<file path="src/rtl/pwm_fader.sv">
// Multi-channel PWM brightness generator with per-channel jump or linear fade.
// Duty changes are applied only at PWM period boundaries so pulses are never torn.
module pwm_fader #(
    parameter int unsigned WIDTH        = 8,
    parameter int unsigned CHANNELS     = 4,
    parameter int unsigned CH_BITS      = 2,
    parameter int unsigned STEP_PERIODS = 4
) (
    input  logic                CLOCK_50,
    input  logic                Reset,
    input  logic                Load,
    input  logic [CH_BITS-1:0]  Chan,
    input  logic [WIDTH-1:0]    Target,
    input  logic                Mode,
    output logic [CHANNELS-1:0] Pwm,
    output logic                Busy,
    output logic                PeriodEnd
);

    localparam int unsigned      STEP_BITS = (STEP_PERIODS > 1) ? $clog2(STEP_PERIODS) : 1;
    localparam logic [WIDTH-1:0] CNT_MAX   = '1;
    localparam logic [STEP_BITS-1:0] STEP_LAST = STEP_BITS'(STEP_PERIODS - 1);

    logic [WIDTH-1:0]     cnt;
    logic [STEP_BITS-1:0] step_cnt;
    logic [WIDTH-1:0]     target [CHANNELS];
    logic [WIDTH-1:0]     active [CHANNELS];
    logic [CHANNELS-1:0]  mode;

    logic                 boundary;
    logic                 step_boundary;
    logic [WIDTH-1:0]     active_nxt [CHANNELS];
    logic [CHANNELS-1:0]  load_sel;
    logic [CHANNELS-1:0]  pwm_nxt;
    logic [CHANNELS-1:0]  busy_vec;

    assign boundary      = (cnt == CNT_MAX);
    assign step_boundary = boundary && (step_cnt == STEP_LAST);

    // Channel decode; selects at or above CHANNELS match nothing and are dropped.
    always_comb begin
        load_sel = '0;
        for (int unsigned i = 0; i < CHANNELS; i++) begin
            load_sel[i] = Load && (Chan == CH_BITS'(i));
        end
    end

    // Boundary update of the applied duty from the pre-load target/mode.
    always_comb begin
        for (int unsigned i = 0; i < CHANNELS; i++) begin
            active_nxt[i] = active[i];
            if (boundary) begin
                if (!mode[i]) begin
                    active_nxt[i] = target[i];
                end else if (step_boundary) begin
                    if (active[i] < target[i]) begin
                        active_nxt[i] = active[i] + WIDTH'(1);
                    end else if (active[i] > target[i]) begin
                        active_nxt[i] = active[i] - WIDTH'(1);
                    end
                end
            end
        end
    end

    always_comb begin
        pwm_nxt  = '0;
        busy_vec = '0;
        for (int unsigned i = 0; i < CHANNELS; i++) begin
            pwm_nxt[i]  = (cnt < active[i]);
            busy_vec[i] = (active[i] != target[i]);
        end
    end

    assign Busy = |busy_vec;

    // Period/step counters and registered outputs.
    always_ff @(posedge CLOCK_50) begin
        if (Reset) begin
            cnt       <= '0;
            step_cnt  <= '0;
            Pwm       <= '0;
            PeriodEnd <= 1'b0;
        end else begin
            cnt       <= cnt + WIDTH'(1);
            Pwm       <= pwm_nxt;
            PeriodEnd <= boundary;
            if (boundary) begin
                step_cnt <= step_boundary ? '0 : step_cnt + STEP_BITS'(1);
            end
        end
    end

    // Per-channel target, mode and applied duty.
    always_ff @(posedge CLOCK_50) begin
        if (Reset) begin
            mode <= '0;
            for (int unsigned i = 0; i < CHANNELS; i++) begin
                target[i] <= '0;
                active[i] <= '0;
            end
        end else begin
            for (int unsigned i = 0; i < CHANNELS; i++) begin
                active[i] <= active_nxt[i];
                if (load_sel[i]) begin
                    target[i] <= Target;
                    mode[i]   <= Mode;
                end
            end
        end
    end

endmodule

</file>
<file path="config.mk">
export PLATFORM = sky130hd
export DESIGN_NAME = pwm_fader
export DESIGN_NICKNAME = d
export VERILOG_FILES = /design/src/rtl/pwm_fader.sv
export SDC_FILE = /design/constraint.sdc
export NUM_CORES = 1
export LEC_CHECK = 0
export ABC_AREA = 1
export BUFFER_PORTS_ARGS = -buffer_cell sky130_fd_sc_hd__clkbuf_2
export CAP_MARGIN = 0
export CORE_MARGIN = 4
export CORE_UTILIZATION = 40
export CTS_CLUSTER_SIZE = 14
export DETAILED_ROUTE_END_ITERATION = 10
export GPL_TIMING_DRIVEN = 1
export PLACE_DENSITY_LB_ADDON = 0.12
export SYNTH_ARGS = -nofsm -noshare
export SYNTH_HDL_FRONTEND = slang
export SYNTH_SLANG_ARGS = --single-unit
</file>
<file path="constraint.sdc">
create_clock -name CLOCK_50 -period 7.1 [get_ports CLOCK_50]
set_clock_uncertainty 0.2 [all_clocks]
set_input_delay 0.71 -clock CLOCK_50 [delete_from_list [all_inputs] [get_ports CLOCK_50]]
set_output_delay 0.71 -clock CLOCK_50 [all_outputs]
set_load 0.05 [all_outputs]
</file>
==> results.cfg, run 1 <==
[global_route]
track_usage_pct = 18.1
grt_max_degree = 29
grt_pass1_vias = 5131
grt_overflow = 0
grt_first_pass_wirelength_microns = 25200
antenna_found_initial = 0

[timing]
tightest_slew_ns = 0.727
slew_headroom_pct = 51.5
rsz0062_at_grt = false
drv_slew = 0
period_needed_ns = 3.01
clock.fmax_mhz = 332
finalSetupTns_ns = 0
period_share_pct = 42.5
finalSetupViolations = 0
finalHoldViolCount = 0

[placement]
dp_cells = 1006
dpl.hpwl_microns = 11600
place.gp.congestion = 0.861
numPortBuffers = 19
placed_area_sq_mm = 0.00636

[worst_setup_path]
required_ns = 6.19
r2r_slack_ns = 4.17
slowest_stage = nor3_1
path_cells = inv_1, ha_1, nand2_1, inv_1, nand3_1, nor3_1, nand4_1, clkbuf_2
crit_path_end_kind = output port
critPathLaunchType = flop
crit_buf_inv = 3
crit_arrival_ns = 2.11
cp_common_cell = inv_1
criticalPathCategory = reg -> out
r2r_cells = 15
crit-reg2reg-launch = active[3][5]$_SDFFE_PP0P_
cpLargestDelayFamily = simple AND/OR/NAND/NOR gates
rr_endpoint = active[3][5]$_SDFFE_PP0P_
path_max_fanout = 2
slowest_delay_ns = 0.41

[power_and_ir_drop]
power.density_mw_per_mm2 = 167
vdd_ir_drop_max_uv = 110
p_leak_uw = 0.00322

[clocking]
cts_buffers = 9
ctsHoldBuffers = 0
h-tree-depth = 3
tritoncts = done
cts_sinks = 83
cts.clk_slew.worst_paths_ns = 0.06
clockBufferDepth = 2
cts.repair.resized = 0
cts_root_buf = clkbuf_16
clk_latency_ns = 0.34
post_cts_buffers = 0

[floorplan]
start_util_pct = 41.4
rows = 44
die_w_microns = 131
core_area_sq_mm = 0.0147
die_h_microns = 131
boundaryPins = 20
die-area_sq_mm = 0.0172

[logic_synthesis]
yosysUniqueCellTypes = 35
synthMuxAreaShare_pct = 0
ys_warn_count = 0
synth_top_area_share_pct = 18.5
synth-compound-area-share_pct = 13.6
syn-cell-area_sq_mm = 0.00608
synth_top_family_by_area = simple AND/OR/NAND/NOR gates
avgSynthCellArea_sq_um = 7.47
synth-seq-area-share_pct = 32.6
synth_commonest_cells = nand2_1 (153), inv_1 (116), ha_1 (90)
synth_simple_gate_area_share_pct = 24.4
ys_top_cells_by_area = ha_1 (19%), dfxtp_1 (17%), edfxtp_1 (16%), nand2_1 (9.4%), inv_1 (7.2%)
yosysTopAreaCell = ha_1
synth-xor-area-share_pct = 1.30
syn-instance-count = 814
yosys.area_share.adder_pct = 19.8
synth-seq-cells = 83
synth_edf_count = 32
synth_nets = 922
synthArstFlopShare_pct = 0
synth_ff_type = dfxtp_1
synthMostInstantiatedCell = nand2_1

[flow_run]
maxCapViolCount = 0

[routing]
drt_iter0_drc = 248
firstDrtPassIters = 5
antenna_left = 0
dr_total_vias = 5344
routedWlPerCell_microns = 15.0
drc = 0
avgViaCountPerCell = 5.23
routed_wl_microns = 15300

[cells_and_area]
area_growth_pct = 9.73
final_cells = 1022
fin_area_sq_mm = 0.00668
num_antenna_cells = 0
drive_above_1_share_pct = 7.16
final_nets = 941

[min_path]
hold_class = reg -> reg
holdPathEnd = step_cnt[1]$_SDFFE_PP0P_
whs_path_depth = 2
hold_path.startpoint = step_cnt[1]$_SDFFE_PP0P_

[status]
status = finished, final reports clean
==> worst max-delay path by stage <==
stage,start,to,depth (start not counted)
after floorplan,target[2][7]$_SDFFCE_PN0P_,active[2][5]$_SDFFE_PP0P_,15
after global placement,target[2][6]$_SDFFCE_PN0P_,active[2][5]$_SDFFE_PP0P_,16
after detailed placement,active[3][5]$_SDFFE_PP0P_,active[3][5]$_SDFFE_PP0P_,15
after CTS,active[0][0]$_SDFFE_PP0P_,Busy,6
after global routing,active[0][3]$_SDFFE_PP0P_,active[0][5]$_SDFFE_PP0P_,15
final,target[2][3]$_SDFFCE_PN0P_,Busy,8
==> logic make-up after synthesis <==
group | after synthesis
buf+inv | 135
simple gates | 338
flops | 83
fa+ha+maj | 94
compound gates | 155
xor+xnor | 9
==> registers in the layout, indices dropped and copies added, names as in the netlist <==
| register | flops |
|---|---|
| mode | 4 |
| PeriodEnd | 1 |
| active | 32 |
| cnt | 8 |
| target | 32 |
| step_cnt | 2 |
| Pwm | 4 |
==> layout make-up <==
| type | count | area, sq um |
|---|---|---|
| Clock buffer | 13 | 293 |
| Inverter | 124 | 465 |
| Tap cell | 184 | 230 |
| Fill cell | 1454 | 8020 |
| Multi-Input combinational cell | 596 | 3590 |
| Sequential cell | 83 | 1980 |
| Clock inverter | 3 | 17.5 |
| Timing Repair Buffer | 19 | 95.1 |
==> per-layer routing <==
layer / vias to the layer above / GRT usage (%) / wire, microns
met5: - / 0 / 0
met4: 0 / 6.07 / 279
met3: 19 / 2.45 / 556
met2: 96 / 30.9 / 7260
met1: 2472 / 23.6 / 7250
li1: 2757 / - / -
==> tightest hold or removal path, stage by stage (launching register included) <==
cell	delay, ns
dfxtp_1	0.31
nor2_1	0.09
nor2_1	0.05
==> metrics by stage <==
step / util (%) / total power (uW) / setup WS, ns / hold WS (ns)
2_1_floorplan: - / 604 / 4.46 / 0.252
3_3_place_gp: 43.3 / 635 / 4.25 / 0.273
3_5_place_dp: 43.3 / 637 / 4.20 / 0.285
4_1_cts: 45.4 / 1130 / 4.02 / 0.297
5_1_grt: 45.4 / 1170 / 3.88 / 0.334
6_report: 45.4 / 1120 / 4.09 / 0.296
==> cell usage in the layout, fill, tap and decap left out, types with 6 or more instances in the layout <==
| cell | n |
|---|---|
| a21o_1 | 6 |
| a21oi_1 | 72 |
| a31oi_1 | 7 |
| clkbuf_16 | 11 |
| clkbuf_2 | 19 |
| dfxtp_1 | 51 |
| edfxtp_1 | 32 |
| ha_1 | 90 |
| inv_1 | 116 |
| inv_2 | 6 |
| nand2_1 | 153 |
| nand3_1 | 52 |
| nand4_1 | 9 |
| nor2_1 | 85 |
| nor3_1 | 14 |
| o21ai_0 | 58 |
| or2_2 | 8 |
==> where the power goes <==
| group | internal, uW | switching [uW] | total, uW |
|---|---|---|---|
| sequential | 513 | 11.9 | 525 |
| clock | 289 | 201 | 490 |
| combinational | 31.8 | 69.5 | 101 |
| total | 833 | 283 | 1120 |
No activity file was read; power rests on OpenSTA's default activity.
==> inputs of run 2 (changes only) <==
==> constraint.sdc (replaced) <==
create_clock -name CLOCK_50 -period 2.5 [get_ports CLOCK_50]
set_clock_uncertainty 0.2 [all_clocks]
set_input_delay 0.25 -clock CLOCK_50 [delete_from_list [all_inputs] [get_ports CLOCK_50]]
set_output_delay 0.25 -clock CLOCK_50 [all_outputs]
set_load 0.05 [all_outputs]
==> run 2 against run 1 <==
  * The run now ends with setup timing left
  * Sequential power grew to 2.8 times the previous value
  * Sequential share of layout area shrank 7.0 points
  * Clock power grew to 2.7 times the previous value
  * Cell area grew 31%
  * Worst setup slack lost 4.3 ns
  * Utilization grew 14 points
  * Non-clock buffer count grew 144
  * Global-route usage grew 2.3 points
  * Sequential cell count is the same
==> results.cfg, run 2 (synthesis gave the netlist of run 1 again) <==
[worst_setup_path]
crit_arrival_ns = 2.69
path_max_fanout = 6
criticalPathCategory = reg -> reg
required_ns = 2.52
critPathLaunchType = flop
crit_path_end_kind = flop

[min_path]
hold_class = in -> reg

[status]
status = finished, violations left
violations = setup timing

[power_and_ir_drop]
power.density_mw_per_mm2 = 374
p_leak_uw = 0.00398
power_uw = 3270
vdd_ir_drop_max_uv = 341

[routing]
firstDrtPassIters = 4
antenna_left = 0
dr_total_vias = 6114
routed_wl_microns = 18300
drt_iter0_drc = 389
avgViaCountPerCell = 5.23
drc = 0
routedWlPerCell_microns = 15.6

[clocking]
cts_sinks = 83
tritoncts = done
cts_root_buf = clkbuf_16
cts_buffers = 9
ctsHoldBuffers = 0
clockBufferDepth = 2
cts.clk_slew.worst_paths_ns = 0.07
clk_latency_ns = 0.35
h-tree-depth = 3

[timing]
clock.fmax_mhz = 374
finalSetupTns_ns = -1.11
period_share_pct = 107
drv_slew = 0
period_needed_ns = 2.67
finalSetupViolations = 13
tightest_slew_ns = 0.437
finalHoldViolCount = 0
worst_slack_ns = -0.175
slew_headroom_pct = 70.8
rsz0062_at_grt = true

[cells_and_area]
layout_common_cells = nand2_1 (130), buf_4 (130), inv_1 (94)
largestRegisters = active: 32 flops, target: 32 flops, cnt: 8 flops
final_cells = 1168
final_nets = 1087
fin_area_sq_mm = 0.00874
drive_above_1_share_pct = 35.4
area_growth_pct = 43.6
num_antenna_cells = 0

[global_route]
antenna_found_initial = 0
track_usage_pct = 20.4
grt-busiest-layer = met2
grtUsageMet3_pct = 2.60
grt_util_met1_pct = 25.3
grt_first_pass_wirelength_microns = 28900
grt_max_degree = 28
grt_util_met2_pct = 36.8
grt_overflow = 0
grt_pass1_vias = 6060

[floorplan]
die_h_microns = 131
core_area_sq_mm = 0.0147
boundaryPins = 20
rows = 44
die-area_sq_mm = 0.0172
die_w_microns = 131
start_util_pct = 41.4

[placement]
placed_area_sq_mm = 0.00733
place.gp.congestion = 0.843
numPortBuffers = 19
dp_slack_ns = -0.231
dp_cells = 1119
dpl.hpwl_microns = 12900

[flow_run]
maxCapViolCount = 0
## run 2: cell types whose count changed in the layout (fill, tap and decap cells not counted), moves of 9 or more
cell	change
inv_2	+22
o21ai_0	-12
buf_6	+15
a21oi_1	-23
nand2_2	+16
nand2_1	-23
ha_4	+38
o21ai_1	+11
a21oi_2	+20
ha_1	-40
nand3_1	-9
buf_4	+130
inv_1	-22
## run 2: final cells by class
class	instances	area, sq um
clock buffer	12	268
clock inverter	4	31.3
fill	1289	5960
inverter	124	465
multi-input combinational	598	4530
sequential	83	1980
tap	184	230
timing repair buffer	163	1230
## run 2: metal layers
layer	up-vias	part of all wire (%)
met5	-	0
met2	113	50
met3	31	3.2
met4	0	2.2
met1	2917	44
li1	3053	-
## run 2: final timing paths
kind	slack [ns]	cells past startpoint	from	end
worst min-delay path	0.1	3	Target[4]	target[3][4]$_SDFFCE_PN0P_
worst max-delay path	-0.17	17	target[3][7]$_SDFFCE_PN0P_	active[3][6]$_SDFFE_PP0P_
worst max register to register	-0.17	17	target[3][7]$_SDFFCE_PN0P_	active[3][6]$_SDFFE_PP0P_
worst min register to register	0.30	2	step_cnt[1]$_SDFFE_PP0P_	step_cnt[1]$_SDFFE_PP0P_
## run 2: per-stage QoR
stage,util (%),hold slack [ns]
after floorplan,-,0.252
after global placement,49.8,0.269
after detailed placement,49.8,0.286
after CTS,56.4,0.0918
after global routing,59.4,0.123
final,59.4,0.0984
## run 2: power by group
part	switching (uW)	internal, uW	total [uW]
registers	30.2	1460	1490
clock network	577	766	1340
logic	256	186	442
## run 2: repair_timing
action | in CTS | in global routing
hold endpoints to repair | 0 | 0
setup buffers | 20 | 13
endpoints found under the setup margin | 24 | 24
cloned | 2 | 0
pin swaps | 73 | 82
gates resized for setup | 104 | 82
## run 2: worst max-delay path, cell delays in order (launching register included)
cell	delay, ns
edfxtp_1	0.40
inv_2	0.09
ha_4	0.20
a21o_1	0.21
nor2_4	0.14
nand2_4	0.11
buf_6	0.15
buf_6	0.12
ha_4	0.27
nand2_2	0.05
inv_2	0.05
nand4_1	0.13
nand3_1	0.11
nand2_1	0.05
nand3_1	0.06
o21ai_1	0.07
nand2_1	0.08
a21oi_1	0.06
